### src/rtl/cpu_program_loader.sv
// cpu_program_loader: streams (address, word) pairs into the CPU memory write
// port, then runs the CPU for a programmed number of cycles and captures the
// resulting result/carry.
// Optional feature macro: LOADER_CHECKSUM_EN adds a running XOR checksum output
// over every accepted word since the last return to IDLE.
module cpu_program_loader #(
    parameter int DATA_W = 32,
    parameter int ADDR_W = 11,
    parameter int RUN_W  = 16
) (
    input  logic              clk,
    input  logic              resetn,
    input  logic              in_valid,
    output logic              in_ready,
    input  logic [ADDR_W-1:0] in_adrs,
    input  logic [DATA_W-1:0] in_data,
    input  logic              in_last,
    input  logic [RUN_W-1:0]  run_cycles,
    input  logic              abort,
    input  logic              done_ack,
    output logic              w_enable,
    output logic [ADDR_W-1:0] w_adrs,
    output logic [DATA_W-1:0] w_instruction,
    output logic              cpu_en,
    input  logic [DATA_W-1:0] cpu_result,
    input  logic              cpu_carry,
    output logic [DATA_W-1:0] cap_result,
    output logic              cap_carry,
    output logic              done,
    output logic              busy,
`ifdef LOADER_CHECKSUM_EN
    output logic [DATA_W-1:0] checksum,
`endif
    output logic [ADDR_W:0]   word_count
);

    typedef enum logic [1:0] {
        S_IDLE,
        S_LOAD,
        S_RUN,
        S_DONE
    } state_t;

    localparam logic [ADDR_W:0] WORD_COUNT_MAX = {1'b1, {ADDR_W{1'b0}}};

    state_t           state;
    state_t           state_next;
    logic             accept;
    logic             enter_idle;
    logic [RUN_W-1:0] run_cnt;

    // State register; everything restarts in IDLE on reset.
    always_ff @(posedge clk or negedge resetn) begin
        if (!resetn) begin
            state <= S_IDLE;
        end else begin
            state <= state_next;
        end
    end

    // Next-state, handshake and status decode; abort overrides every other transition.
    always_comb begin
        state_next = state;
        in_ready   = 1'b0;
        busy       = 1'b1;
        done       = 1'b0;
        accept     = 1'b0;
        case (state)
            S_IDLE: begin
                busy     = 1'b0;
                in_ready = 1'b1;
                if (in_valid) begin
                    accept     = 1'b1;
                    state_next = in_last ? S_RUN : S_LOAD;
                end
            end
            S_LOAD: begin
                in_ready = 1'b1;
                if (in_valid) begin
                    accept = 1'b1;
                    if (in_last) begin
                        state_next = S_RUN;
                    end
                end
            end
            S_RUN: begin
                if (run_cnt == '0) begin
                    state_next = S_DONE;
                end
            end
            S_DONE: begin
                done = 1'b1;
                if (done_ack) begin
                    state_next = S_IDLE;
                end
            end
            default: begin
                state_next = S_IDLE;
            end
        endcase
        if (abort) begin
            state_next = S_IDLE;
            accept     = 1'b0;
        end
        enter_idle = (state_next == S_IDLE) && (state != S_IDLE);
    end

    // Memory write port: each accepted word becomes a single write strobe one cycle later.
    always_ff @(posedge clk or negedge resetn) begin
        if (!resetn) begin
            w_enable      <= 1'b0;
            w_adrs        <= '0;
            w_instruction <= '0;
        end else begin
            w_enable <= accept;
            if (accept) begin
                w_adrs        <= in_adrs;
                w_instruction <= in_data;
            end
        end
    end

    // Run counter and CPU enable: cpu_en is registered so it starts only after the final write cycle.
    always_ff @(posedge clk or negedge resetn) begin
        if (!resetn) begin
            run_cnt <= '0;
            cpu_en  <= 1'b0;
        end else begin
            cpu_en <= 1'b0;
            if (accept && in_last) begin
                run_cnt <= run_cycles;
            end else if ((state == S_RUN) && !abort && (run_cnt != '0)) begin
                cpu_en  <= 1'b1;
                run_cnt <= run_cnt - 1'b1;
            end
        end
    end

    // Result capture at the edge that closes the last run cycle (or immediately for a zero-length run).
    always_ff @(posedge clk or negedge resetn) begin
        if (!resetn) begin
            cap_result <= '0;
            cap_carry  <= 1'b0;
        end else if ((state == S_RUN) && (run_cnt == '0) && !abort) begin
            cap_result <= cpu_result;
            cap_carry  <= cpu_carry;
        end
    end

    // Saturating count of words written since the last return to IDLE.
    always_ff @(posedge clk or negedge resetn) begin
        if (!resetn) begin
            word_count <= '0;
        end else if (enter_idle) begin
            word_count <= '0;
        end else if (accept && (word_count != WORD_COUNT_MAX)) begin
            word_count <= word_count + 1'b1;
        end
    end

`ifdef LOADER_CHECKSUM_EN
    // Running XOR of accepted words, cleared whenever the loader returns to IDLE.
    always_ff @(posedge clk or negedge resetn) begin
        if (!resetn) begin
            checksum <= '0;
        end else if (enter_idle) begin
            checksum <= '0;
        end else if (accept) begin
            checksum <= checksum ^ in_data;
        end
    end
`endif

endmodule

### config.mk
export PLATFORM = sky130hd
export DESIGN_NAME = cpu_program_loader
export DESIGN_NICKNAME = d
export VERILOG_FILES = /design/src/rtl/cpu_program_loader.sv
export SDC_FILE = /design/constraint.sdc
export NUM_CORES = 1
export LEC_CHECK = 0
export BUFFER_PORTS_ARGS = -buffer_cell sky130_fd_sc_hd__buf_2
export CAP_MARGIN = 20
export CORE_ASPECT_RATIO = 0.8
export CORE_MARGIN = 2
export CORE_UTILIZATION = 44
export DETAILED_ROUTE_END_ITERATION = 16
export PLACE_DENSITY = 0.76
export SLEW_MARGIN = 25
export SYNTH_ARGS = -nofsm -noshare
export SYNTH_HDL_FRONTEND = slang
export SYNTH_SLANG_ARGS = --single-unit
### constraint.sdc
create_clock -name clk -period 2.66 [get_ports clk]
set_clock_uncertainty 0.2 [all_clocks]
set_input_delay 0.532 -clock clk [delete_from_list [all_inputs] [get_ports clk]]
set_output_delay 0.532 -clock clk [all_outputs]
set_load 0.02 [all_outputs]
==> reports/results.ini <==
[outcome]
outcome=complete, but fails checks
violations=negative setup slack

[synth]
synth_edf_count=0
yosys_warning_count=0
synth-seq-cells=108
seq_area_frac_synth=0.562
synth_cells=364
syn_area_um2=4810
postSynthNetCount=465
netlist_top_cells_count=108 x dfrtp_1, 46 x mux2_2, 30 x mux2_4
ys_types=55
synthDominantCellAreaShare=0.562
netlist_top_cells_area=dfrtp_1 56%, mux2_2 11%, mux2_4 9.4%
synth_area_leader=dfrtp_1
most_numerous_cell_in_the_yosys_netlist=dfrtp_1
synthArstFlopShare=1.00
synth_top_flop_cell=dfrtp_1
synth_area_per_cell_um2=13.2

[route]
highest_layer=met4
route.antenna.remaining_nets=0
wl_met1_um=5110
drt-total-wl_um=11300
routed-wl-met3_um=718
met2RoutedLength_um=5370
via_count=3685
detail_route.drc_violations=0
wl_per_cell_um=15.5
route.detailed.vias_per_inst=5.05
initialDrtViolationCount=180
detailedRoute.firstPassIterationCount=4

[grt]
grt-ovfl-total=0
grt_use_total=0.193
antenna_found_initial=0
grt_max_degree=46
first_global_vias=3706
first_pass_grt_wire_length_um=18300

[power_and_ir_drop]
clock_power_share=0.307
power.static_leakage_uw=0.00332
irDropWorstVdd_uv=344
intPower_uw=3020
power-per-cell-area_nw_per_um2=659
seq_power_share=0.463
total_switching_power_uw=1220
p_comb_frac=0.230
netSwitchingFraction=0.287

[final_layout]
final.fill_count=867
postLayoutCellArea_um2=6430
area_growth_pct=33.8
final_layout_size_suffix_gt1_frac=0.565
n_antenna_cell=0
finish.net_count=684

[sta]
maxSlewHeadroom=0.720
layout_worst_path_cycle_share=1.00
hold_viol=0
worst-slew-pin-transition_ns=0.416
max_clock_freq_ghz=0.374
fin_ws_ns=-0.0119
maxSlewViolCount=0
finalCriticalPeriod_ns=2.67
setup_viol_count_final=12
rsz0062_at_grt=true

[placed_design]
port-buffer-count=190
worst_setup_slack_post_dpl_ns=-0.0342
finalWeightedCongestion=0.898
post_place_instance_area_um2=6090
hpwl_dp_um=8550

[floorplanning]
standard_cell_core_area_um2=10800
effective_utilization_at_floorplan=0.447
floorplan.die.height_um=97.5
fp.dieArea_um2=11800
chipWidth_um=121
boundary_pins=191
std_cell_rows=34

[critical_path]
cp_data_required_time_ns=2.68
setup.worst_path.class=reg2reg
worstPathArrival_ns=2.69
peak_fanout_along_the_critical_path=17
start_kind=flop
setup.worst_path.end_class=flop

[clock_tree]
clock_tree.buffer_depth=2
clkSinkCount=108
cts_inserted_buffers=9
clk_root_buffer_cell=clkbuf_16
clock_insertion_delay_worst_skew_ns=0.34
worst_setup_hold_path_clk_slew_ns=0.07
htreeDepth=3
cts_tree=built

[flow_run]
max-cap-violations=0

[hold_path]
hp-class=in2reg

[worst paths after layout]
| check | slack [ns] | start | depth (start not counted) | to |
|---|---|---|---|---|
| max | -0.01 | run_cnt[1] | 7 | cap_result[21] |
| min in group asynchronous | 0.45 | resetn | 2 | w_instruction[12] |
| max in group asynchronous | 1.15 | resetn | 3 | run_cnt[15] |
| min | 0.20 | run_cycles[4] | 3 | run_cnt[4] |
| max reg2reg | -0.01 | run_cnt[1] | 7 | cap_result[21] |
| min reg2reg | 0.30 | run_cnt[12] | 1 | run_cnt[12] |
[layer usage]
| layer | vias up | global-route usage |
|---|---|---|
| li1 | 1736 | - |
| met3 | 9 | 0.0534 |
| met2 | 131 | 0.307 |
| met1 | 1809 | 0.263 |
| met4 | 0 | 0.0465 |
| met5 | - | 0 |
[sequential cells by signal (all words and copies together), names as in the netlist]
name and cells:
cpu_en 1, w_adrs 11, word_count 12, w_enable 1
cap_result 32, run_cnt 16, w_instruction 32, state 2
cap_carry 1
[layout make-up]
class	instances	area [um^2]	share of cell area
Tap cell	144	180	0.0280
Timing Repair Buffer	226	1270	0.198
Multi-Input combinational cell	231	1960	0.305
Sequential cell	108	2700	0.420
Clock inverter	4	48.8	0.00759
Inverter	7	26.3	0.00409
Clock buffer	10	239	0.0372
[worst max-delay path: stages, from the launching register on]
cell     delay, ns
dfrtp_1       0.39
inv_2         0.08
ha_4          0.15
or4b_4        0.46
or4_4         0.59
nor2_8        0.17
buf_12        0.20
mux2_4        0.32
[cell usage in the layout, fill, tap and decap left out, types with 3 or more instances in the layout]
cell and n:
a21o_1 4, buf_2 189, mux2_2 44, dfrtp_1 108
mux2_4 32, or2_2 3, xor2_1 9, nand3_1 9
nand4_1 3, inv_1 4, buf_4 31, a21oi_1 5
nand2_1 17, buf_12 3, and4_1 3, o21ai_0 12
clkbuf_16 9, nor4_1 9, inv_2 3, nor2_1 29
xnor2_1 3, o211ai_1 3, nor3_1 4
[through the flow]
stage,power (uW),util,TNS [ns],instances,hold WS (ns)
floorplan,2530,-,-1.47,364,0.0364
global placement,2910,0.566,-0.00722,714,0.258
detailed placement,2950,0.566,-0.101,714,0.267
CTS,4270,0.595,-0.0707,730,0.180
global route,4460,0.598,-0.824,730,0.185
finish,4240,0.598,-0.0596,730,0.196
[cell families after synthesis]
family          after synthesis  synth area share
mux                          76             0.202
compound gates               42            0.0612
simple gates                 98             0.110
flops                       108             0.562
xor+xnor                     12            0.0219
fa+ha+maj                     3           0.00781
buf+inv                      25            0.0354
[power groups by stage]
stage	clock [uW]	combinational, uW	sequential, uW
after CTS	1340	967	1960
after detailed placement	0	964	1990
after global placement	0	934	1980
after global routing	1420	1060	1990
final	1300	976	1960
after floorplan	0	356	2170
[timing repair]
item,4_1_cts,5_1_grt
setup endpoints to repair,26,41
buffers inserted,1,0
resized for setup,1,8
endpoints found under the hold margin,24,0
hold buffers,1,0
cloned,0,0
Power figures use the tool's default switching activity.
